`config.mk`:
```
export PLATFORM = sky130hd
export DESIGN_NAME = ppg_frame_seq
export DESIGN_NICKNAME = d
export VERILOG_FILES = /design/src/rtl/ppg_pkg.sv /design/src/rtl/ppg_seq_timer.sv /design/src/rtl/ppg_frame_seq.sv
export SDC_FILE = /design/constraint.sdc
export NUM_CORES = 1
export LEC_CHECK = 0
export BUFFER_PORTS_ARGS = -buffer_cell sky130_fd_sc_hd__buf_2
export CAP_MARGIN = 20
export CORE_AREA = 2 2 99 101
export DETAILED_ROUTE_END_ITERATION = 6
export DIE_AREA = 0 0 101 103
export PLACE_DENSITY = 0.88
export SLEW_MARGIN = 20
export SYNTH_ARGS = -nofsm -noshare
export SYNTH_HDL_FRONTEND = slang
export SYNTH_SLANG_ARGS = --single-unit
```
`constraint.sdc`:
```
create_clock -name clk -period 5 [get_ports clk]
set_input_delay 0.5 -clock clk [delete_from_list [all_inputs] [get_ports clk]]
set_output_delay 0.5 -clock clk [all_outputs]
set_load 0.03 [all_outputs]
```
`src/rtl/ppg_pkg.sv`:
```
//------------------------------------------------------------------------------
// Module      : ppg_pkg
// Description : Shared types and constants for the PPG timing path.
// Revision    : 1.0 - initial release
//------------------------------------------------------------------------------
`default_nettype none

package ppg_pkg;

  typedef enum logic [1:0] {
    IDLE  = 2'd0,
    FRAME = 2'd1,
    FLUSH = 2'd2,
    LINE  = 2'd3
  } ppg_state_t;

  // Two cycles keeps successive line triggers distinct at the ppg_unit counter
  localparam int unsigned PPG_MIN_TLINE = 2;

endpackage

`default_nettype wire

```
`src/rtl/ppg_seq_timer.sv`:
```
//------------------------------------------------------------------------------
// Module      : ppg_seq_timer
// Description : Loadable down-counter with a terminal-count (zero) flag.
// Revision    : 1.0 - initial release
//------------------------------------------------------------------------------
`default_nettype none

module ppg_seq_timer #(
  parameter int WIDTH = 16
) (
  input  logic             clk,
  input  logic             rst,
  input  logic             i_load,
  input  logic             i_en,
  input  logic [WIDTH-1:0] i_value,
  output logic             o_tc
);

  logic [WIDTH-1:0] r_count;

  always_ff @(posedge clk) begin
    if (rst) begin
      r_count <= '0;
    end else if (i_load) begin
      r_count <= i_value;
    end else if (i_en && (r_count != '0)) begin
      r_count <= r_count - WIDTH'(1);
    end
  end

  assign o_tc = (r_count == '0);

endmodule

`default_nettype wire

```
`src/rtl/ppg_frame_seq.sv`:
```
//------------------------------------------------------------------------------
// Module      : ppg_frame_seq
// Description : Frame/line trigger sequencer feeding the ppg_unit pulse gens.
// Revision    : 1.0 - initial release
//------------------------------------------------------------------------------
`default_nettype none

module ppg_frame_seq
  import ppg_pkg::*;
#(
  parameter int WIDTH  = 16,
  parameter int LWIDTH = 12
) (
  input  logic              clk,
  input  logic              rst,
  input  logic              start,
  input  logic              abort,
  input  logic [WIDTH-1:0]  cfg_tflush,
  input  logic [WIDTH-1:0]  cfg_tline,
  input  logic [LWIDTH-1:0] cfg_nlines,
  output logic              busy,
  output logic              done,
  output logic              frame_trig,
  output logic              line_trig,
  output logic [LWIDTH-1:0] line_idx
);

  localparam logic [WIDTH-1:0] c_min_tline = WIDTH'(PPG_MIN_TLINE);

  ppg_state_t        r_state;
  ppg_state_t        w_state_nxt;

  logic [WIDTH-1:0]  r_tflush;
  logic [WIDTH-1:0]  r_tline;
  logic [LWIDTH-1:0] r_nlines;
  logic [LWIDTH-1:0] r_line_idx;

  logic              r_busy;
  logic              r_done;
  logic              r_frame_trig;
  logic              r_line_trig;

  logic              w_accept;
  logic              w_flush_load;
  logic              w_flush_en;
  logic              w_flush_tc;
  logic              w_line_load;
  logic              w_line_en;
  logic              w_line_tc;
  logic              w_line_inc;
  logic              w_done_nxt;
  logic [WIDTH-1:0]  w_tline_clamped;
  logic              w_last_line;

  assign w_tline_clamped = (cfg_tline < c_min_tline) ? c_min_tline : cfg_tline;
  assign w_last_line     = (r_line_idx == (r_nlines - LWIDTH'(1)));

  ppg_seq_timer #(.WIDTH(WIDTH)) u_flush_timer (
    .clk     (clk),
    .rst     (rst),
    .i_load  (w_flush_load),
    .i_en    (w_flush_en),
    .i_value (r_tflush - WIDTH'(1)),
    .o_tc    (w_flush_tc)
  );

  // Loaded with tline-1 on every line start, so the load cycle marks phase 0
  ppg_seq_timer #(.WIDTH(WIDTH)) u_line_timer (
    .clk     (clk),
    .rst     (rst),
    .i_load  (w_line_load),
    .i_en    (w_line_en),
    .i_value (r_tline - WIDTH'(1)),
    .o_tc    (w_line_tc)
  );

  always_comb begin
    w_state_nxt  = r_state;
    w_accept     = 1'b0;
    w_flush_load = 1'b0;
    w_flush_en   = 1'b0;
    w_line_load  = 1'b0;
    w_line_en    = 1'b0;
    w_line_inc   = 1'b0;
    w_done_nxt   = 1'b0;
    case (r_state)
      IDLE: begin
        if (start && !abort) begin
          w_accept    = 1'b1;
          w_state_nxt = FRAME;
        end
      end
      FRAME: begin
        if (abort) begin
          w_state_nxt = IDLE;
        end else if (r_tflush != '0) begin
          w_state_nxt  = FLUSH;
          w_flush_load = 1'b1;
        end else if (r_nlines == '0) begin
          w_state_nxt = IDLE;
          w_done_nxt  = 1'b1;
        end else begin
          w_state_nxt = LINE;
          w_line_load = 1'b1;
        end
      end
      FLUSH: begin
        if (abort) begin
          w_state_nxt = IDLE;
        end else if (w_flush_tc) begin
          if (r_nlines == '0) begin
            w_state_nxt = IDLE;
            w_done_nxt  = 1'b1;
          end else begin
            w_state_nxt = LINE;
            w_line_load = 1'b1;
          end
        end else begin
          w_flush_en = 1'b1;
        end
      end
      LINE: begin
        if (abort) begin
          w_state_nxt = IDLE;
        end else if (w_line_tc) begin
          if (w_last_line) begin
            w_state_nxt = IDLE;
            w_done_nxt  = 1'b1;
          end else begin
            w_line_load = 1'b1;
            w_line_inc  = 1'b1;
          end
        end else begin
          w_line_en = 1'b1;
        end
      end
      default: begin
        w_state_nxt = IDLE;
      end
    endcase
  end

  always_ff @(posedge clk) begin
    if (rst) begin
      r_state      <= IDLE;
      r_tflush     <= '0;
      r_tline      <= '0;
      r_nlines     <= '0;
      r_line_idx   <= '0;
      r_busy       <= 1'b0;
      r_done       <= 1'b0;
      r_frame_trig <= 1'b0;
      r_line_trig  <= 1'b0;
    end else begin
      r_state <= w_state_nxt;
      if (w_accept) begin
        r_tflush <= cfg_tflush;
        r_tline  <= w_tline_clamped;
        r_nlines <= cfg_nlines;
      end
      if (w_state_nxt == IDLE) begin
        r_line_idx <= '0;
      end else if (w_line_inc) begin
        r_line_idx <= r_line_idx + LWIDTH'(1);
      end
      r_busy       <= (w_state_nxt != IDLE);
      r_done       <= w_done_nxt;
      r_frame_trig <= (w_state_nxt == FRAME);
      r_line_trig  <= w_line_load;
    end
  end

  assign busy       = r_busy;
  assign done       = r_done;
  assign frame_trig = r_frame_trig;
  assign line_trig  = r_line_trig;
  assign line_idx   = r_line_idx;

endmodule

`default_nettype wire

```
Word-level counts from Yosys, hierarchy flattened:

Index checks and enable logic that the tools add are counted.

* register bits: 94
* bits of input ports: 48
* output and inout bits: 16
* logic and storage cells: 84

* $add $sub $neg: 6
* $lt $le $gt $ge: 1
* equality and inequality tests: 5
* muxes and demuxes: 45
* reduce and logical (&&, ||, !) cells: 16

Operator list (count)
* two-way mux 16 bit: 5
* subtractor 16 x 1 -> 16 bit, second input constant: 4
* nonzero test 16 bit: 3
* logical NOT 16 bit: 2
* two-way mux 1 bit: 28
* two-way mux 2 bit: 9
* less-than comparator 16 x 2 -> 1 bit, second input constant: 1
* adder 12 x 1 -> 12 bit, second input constant: 1
* == test 12 bit: 1
* logical NOT 12 bit: 1
* subtractor 12 x 1 -> 12 bit, second input constant: 1
* case mux 2 bit (4 select lines): 1
* case mux 1 bit (3 select lines): 2
* nonzero test 2 bit: 3
* == test 2 x 1 -> 1 bit, second input constant: 2
* == test 2 bit, second input constant: 2
* logical NOT 2 bit: 2
* logical AND 1 bit: 3
* OR reduction 2 bit: 1
* logical NOT 1 bit: 1

Depth between registers and ports, before layout:

* depth after elaboration: 8
* gate-level depth with buffers: 19
* mapped depth without buffers: 18

By module:

Synthesis repeated with hierarchy kept, for this count alone.

* cell total of the unflattened synthesis: 673
* area, all modules: 5280.1 µm²

Modules (own cells, without submodules)
* ppg_frame_seq: times used 1, cells an instance 445, area each 3390.8 µm², sequential area each 1241.2 µm²
* ppg_seq_timer: times used 2, cells an instance 114, area each 944.7 µm², sequential area each 320.3 µm²

Worst setup path after synthesis:

No wires, ideal clock.

* path kind: reg2reg
* from: register r_line_idx[3] (netlist: line_idx[3])
* to: register u_line_timer.r_count[12]
* setup time: 132 ps
* arrival: 4297 ps
* data required time: 4868 ps
* path slack: 571 ps
* stages on the path, launching flop included: 19
* path buffers: 2
* clock period less this slack: 4429 ps
* cells stage by stage: dfxtp_1 > clkbuf_1 > or4_1 > a31oi_1 > o31ai_1 > a211oi_1 > nand3_1 > a21oi_2 > buf_2 > mux2i_1 > ha_1 > or3b_2 > or4_1 > nor2_1 > nand2_1 > o211ai_1 > o41ai_1 > a31oi_1 > a21oi_1

* longest elaborated chain between the ends: 6
* elaborated cells between the ends (all ways): 7
* those cells by class: eq/ne (1); mux (5); reduce/logical (1)

RTL lines
* start, declared: RTL line ppg_frame_seq.sv:36 `logic [LWIDTH-1:0] r_line_idx;`
* start signal, assigned: RTL line ppg_frame_seq.sv:164 `r_line_idx <= r_line_idx + LWIDTH'(1);`
* == test 12 bit *: RTL line ppg_frame_seq.sv:56 `assign w_last_line = (r_line_idx == (r_nlines - LWIDTH'(1)));`
* two-way mux 1 bit *: RTL line ppg_frame_seq.sv:126 `if (w_last_line) begin`
* two-way mux 1 bit *: RTL line ppg_frame_seq.sv:125 `end else if (w_line_tc) begin`
* two-way mux 1 bit *: RTL line ppg_frame_seq.sv:123 `if (abort) begin`
* case mux 1 bit (3 select lines) *: RTL line ppg_frame_seq.sv:86 `case (r_state)`
* two-way mux 16 bit or nonzero test 2 bit (tied branches)
* end signal, assigned: RTL line ppg_seq_timer.sv:25 `r_count <= i_value;`
* end signal, assigned: RTL line ppg_seq_timer.sv:27 `r_count <= r_count - WIDTH'(1);`
* end, declared: RTL line ppg_seq_timer.sv:19 `logic [WIDTH-1:0] r_count;`

Mark *: on every way between the ends. The rest lies on a longest branch, timed or not.
A chain may end at the register's enable or synchronous reset.

Final worst setup path:

* from: register r_nlines[0]
* to: register u_line_timer.r_count[12]

* longest elaborated chain between the ends: 7
* elaborated cells between the ends (all ways): 14
* those cells by class: add/sub (1); eq/ne (1); mux (10); reduce/logical (2)

RTL lines
* start, declared: RTL line ppg_frame_seq.sv:35 `logic [LWIDTH-1:0] r_nlines;`
* start signal, assigned: RTL line ppg_frame_seq.sv:159 `r_nlines <= cfg_nlines;`
* subtractor 12 x 1 -> 12 bit: RTL line ppg_frame_seq.sv:56
* == test 12 bit: RTL line ppg_frame_seq.sv:56
* two-way mux 1 bit: RTL line ppg_frame_seq.sv:126
* two-way mux 1 bit: RTL line ppg_frame_seq.sv:125
* two-way mux 1 bit: RTL line ppg_frame_seq.sv:123
* case mux 1 bit (3 select lines) *: RTL line ppg_frame_seq.sv:86
* two-way mux 16 bit or nonzero test 2 bit (tied branches)

Marks and branches as above.

==> results.cfg <==
[yosys]
ys_warn_count = 0
syn_area_per_cell_um2 = 7.606
synth-seq-cells = 94
synth_flop_cell = dfxtp_1
syn_nets = 762
synthMostInstantiatedCell = nand2_1
synthArstFlopShare_pct = 0
seq_area_frac_synth_pct = 34.85
netlist.area_leader.share_pct = 34.85
ys_types = 72
yosysTopAreaCell = dfxtp_1
synthCells = 710
synth_edf_count = 0
synth_top_cells_by_count = nand2_1, dfxtp_1, a21oi_1
synth_area_leaders = dfxtp_1, nand2_1, a21oi_1
synth_area_um2 = 5400

[timing]
finalCritPeriodShare_pct = 95.40
fmax_ghz = 0.2097
hold_violations = 0
rsz0062_at_grt = no
relSlewSlack_pct = 34.33
slew_violations = 0
fin_tns_setup_ns = 0
fin_hold_ws_ns = 0.3539
worstMarginPinSlew_ns = 0.9851
skew_ns = 0.01250
finalCriticalPeriod_ns = 4.770
setup_violations = 0

[worst_setup_path]
start_kind = register
cpPeakStageDelay_ns = 0.49
cp.arrival_ns = 5.00
path_cells = inv_1, ha_1, o21ba_2, a221oi_1, o211ai_1, a211oi_2, nand3_2, a21oi_4, mux2i_1, ha_1, or3b_2, or4_1, nor2_1, nand2_1, o211ai_1, o41ai_1, a31oi_1, a21oi_1
crit_path_max_fanout = 7
cp-end-kind = register
required_ns = 5.23
crit_slowest_cell = or3b_2
crit_type = reg2reg

[route]
drc = 0
via_per_inst = 6.337
drtPass1Iterations = 6
detail_route.iter0.violations = 351
ant_nets = 0
wl_per_cell_um = 16.45
routed_wl_um = 14360
vias = 5532

[clock_network]
root_buffer = clkbuf_8
cts-buffers-inserted = 9
tritoncts = built
cts_setup_buffers = 0
htreeDepth = 3
cts_sinks = 94
worstSkewPairLatency_ns = 0.38
cts_buffer_depth = 2
cts.clk_slew.worst_paths_ns = 0.10

[global_routing]
grt_pass1_wl_um = 23360
grt_overflow_total = 0
grt_usage_pct = 28.01
antenna_found_initial = 0
grt_max_degree = 76
grt_pass1_vias = 5050

[die]
pin_count = 64
die-area_um2 = 10400
start_util_pct = 57.09
dieWidth_um = 101
fp.coreArea_um2 = 9459
rows = 36
floorplan.die.height_um = 103

[job]
cap_violations = 0

[final_layout]
synthToLayoutAreaGrowth_pct = 11.10
finalNetCount = 806
diodes = 0
drive_above_1_share_pct = 16.60
fillCellCount = 865

[power]
max-vdd-ir-drop_mv = 0.1476
leakage_nw = 2.376
p_per_area_nw_per_um2 = 318.2

[outcome]
status = completed

[place]
gp_congestion = 0.9028
place.detailed.hpwl_um = 9953
port_buffers = 63

[hold_path]
min_path_type = in2reg
-- power breakdown --
group,switching [mW],internal (mW),leakage (nW)
clock,0.280,0.297,0.110
combinational,0.273,0.213,1.50
sequential,0.0558,0.791,0.764
-- layout by cell type, fill, tap and decap left out, types with 11 or more instances in the layout --
| cell type | netlist | routed |
|---|---|---|
| xor2_1 | 20 | 20 |
| o21ai_0 | 23 | 23 |
| and3_1 | 12 | 11 |
| a21oi_1 | 85 | 85 |
| xnor2_1 | 12 | 12 |
| dfxtp_1 | 94 | 94 |
| nand3_1 | 19 | 18 |
| buf_2 | 2 | 63 |
| nor3_1 | 32 | 31 |
| nand2_1 | 133 | 133 |
| nor2_1 | 47 | 47 |
| a31oi_1 | 16 | 16 |
| mux2i_1 | 12 | 12 |
| or3_1 | 14 | 14 |
-- cell type report --
type                       instances  area, um^2  area share (%)
clock inverter                     5       81.33           1.356
timing repair buffer              70       367.9           6.131
sequential                        94        1882           31.37
multi-input combinational        570        3351           55.85
inverter                           9       33.78          0.5631
tap                              114       142.6           2.377
clock buffer                      11       141.4           2.357
-- cell families after synthesis --
family	after synthesis	share of synthesized area [%]
DFF	94	34.85
muxes	18	3.475
xor gates and xnor gates	32	5.190
adders and majority gates	4	0.9268
and+or+nand+nor	323	29.29
AOI/OAI and AO/OA	193	22.61
buffers and inverters	46	3.661
-- worst paths after layout --
path / startpoint / endpoint / slack, ns / cells after the start
setup / recovery: r_nlines[0]$_SDFFE_PP0P_ / u_line_timer.r_count[12]$_SDFFE_PP0P_ / 0.23 / 18
hold / removal: cfg_nlines[6] / r_nlines[6]$_SDFFE_PP0P_ / 0.35 / 3
setup reg to reg: r_nlines[0]$_SDFFE_PP0P_ / u_line_timer.r_count[12]$_SDFFE_PP0P_ / 0.23 / 18
hold reg to reg: r_tflush[9]$_SDFFE_PP0P_ / r_tflush[9]$_SDFFE_PP0P_ / 0.48 / 2
-- through the flow --
| stage | setup WS, ns | util (%) | power, mW | cells | area [um^2] |
|---|---|---|---|---|---|
| finish | 0.2302 | 63.43 | 1.909 | 873 | 6000 |
| global route | 0.01890 | 63.43 | 2.011 | 873 | 6000 |
| CTS | 0.07104 | 63.12 | 1.898 | 873 | 5971 |
| detailed placement | 0.1718 | 60.77 | 1.335 | 857 | 5748 |
| global placement | 0.4608 | 60.77 | 1.311 | 857 | 5748 |
| floorplan | 0.5710 | - | 1.225 | 710 | 5400 |
-- what timing repair did --
| action | in CTS | in global routing |
|---|---|---|
| gates resized for setup | 0 | 5 |
| endpoints found under the setup margin | 0 | 3 |
| hold buffers | 0 | 0 |
-- state kept, by name, indices dropped and copies added, names as in the netlist --
signal and cells:
busy 1, done 1, frame_trig 1, line_idx 12, line_trig 1, r_nlines 12, r_state 2, r_tflush 16
r_tline 16, u_flush_timer.r_count 16, u_line_timer.r_count 16
-- worst max-delay path: cells and delay by family, from the launching register on --
kind / cells / cell delay (ns)
AO/OA/AOI/OAI: 9 / 1.84
adder cells (fa/ha/maj): 2 / 0.53
buffers and inverters: 1 / 0.07
flip-flops: 1 / 0.47
multiplexers: 1 / 0.28
AND/OR/NAND/NOR: 5 / 1.44
-- per-layer routing --
metal,vias up,GRT usage (%),wire length [um]
met5,-,0,0
met1,2578,34.84,6165
li1,2673,-,-
met4,0,10.91,319
met3,40,5.763,1003
met2,241,47.90,6873
Note: power is estimated with default switching activity, not from simulation.
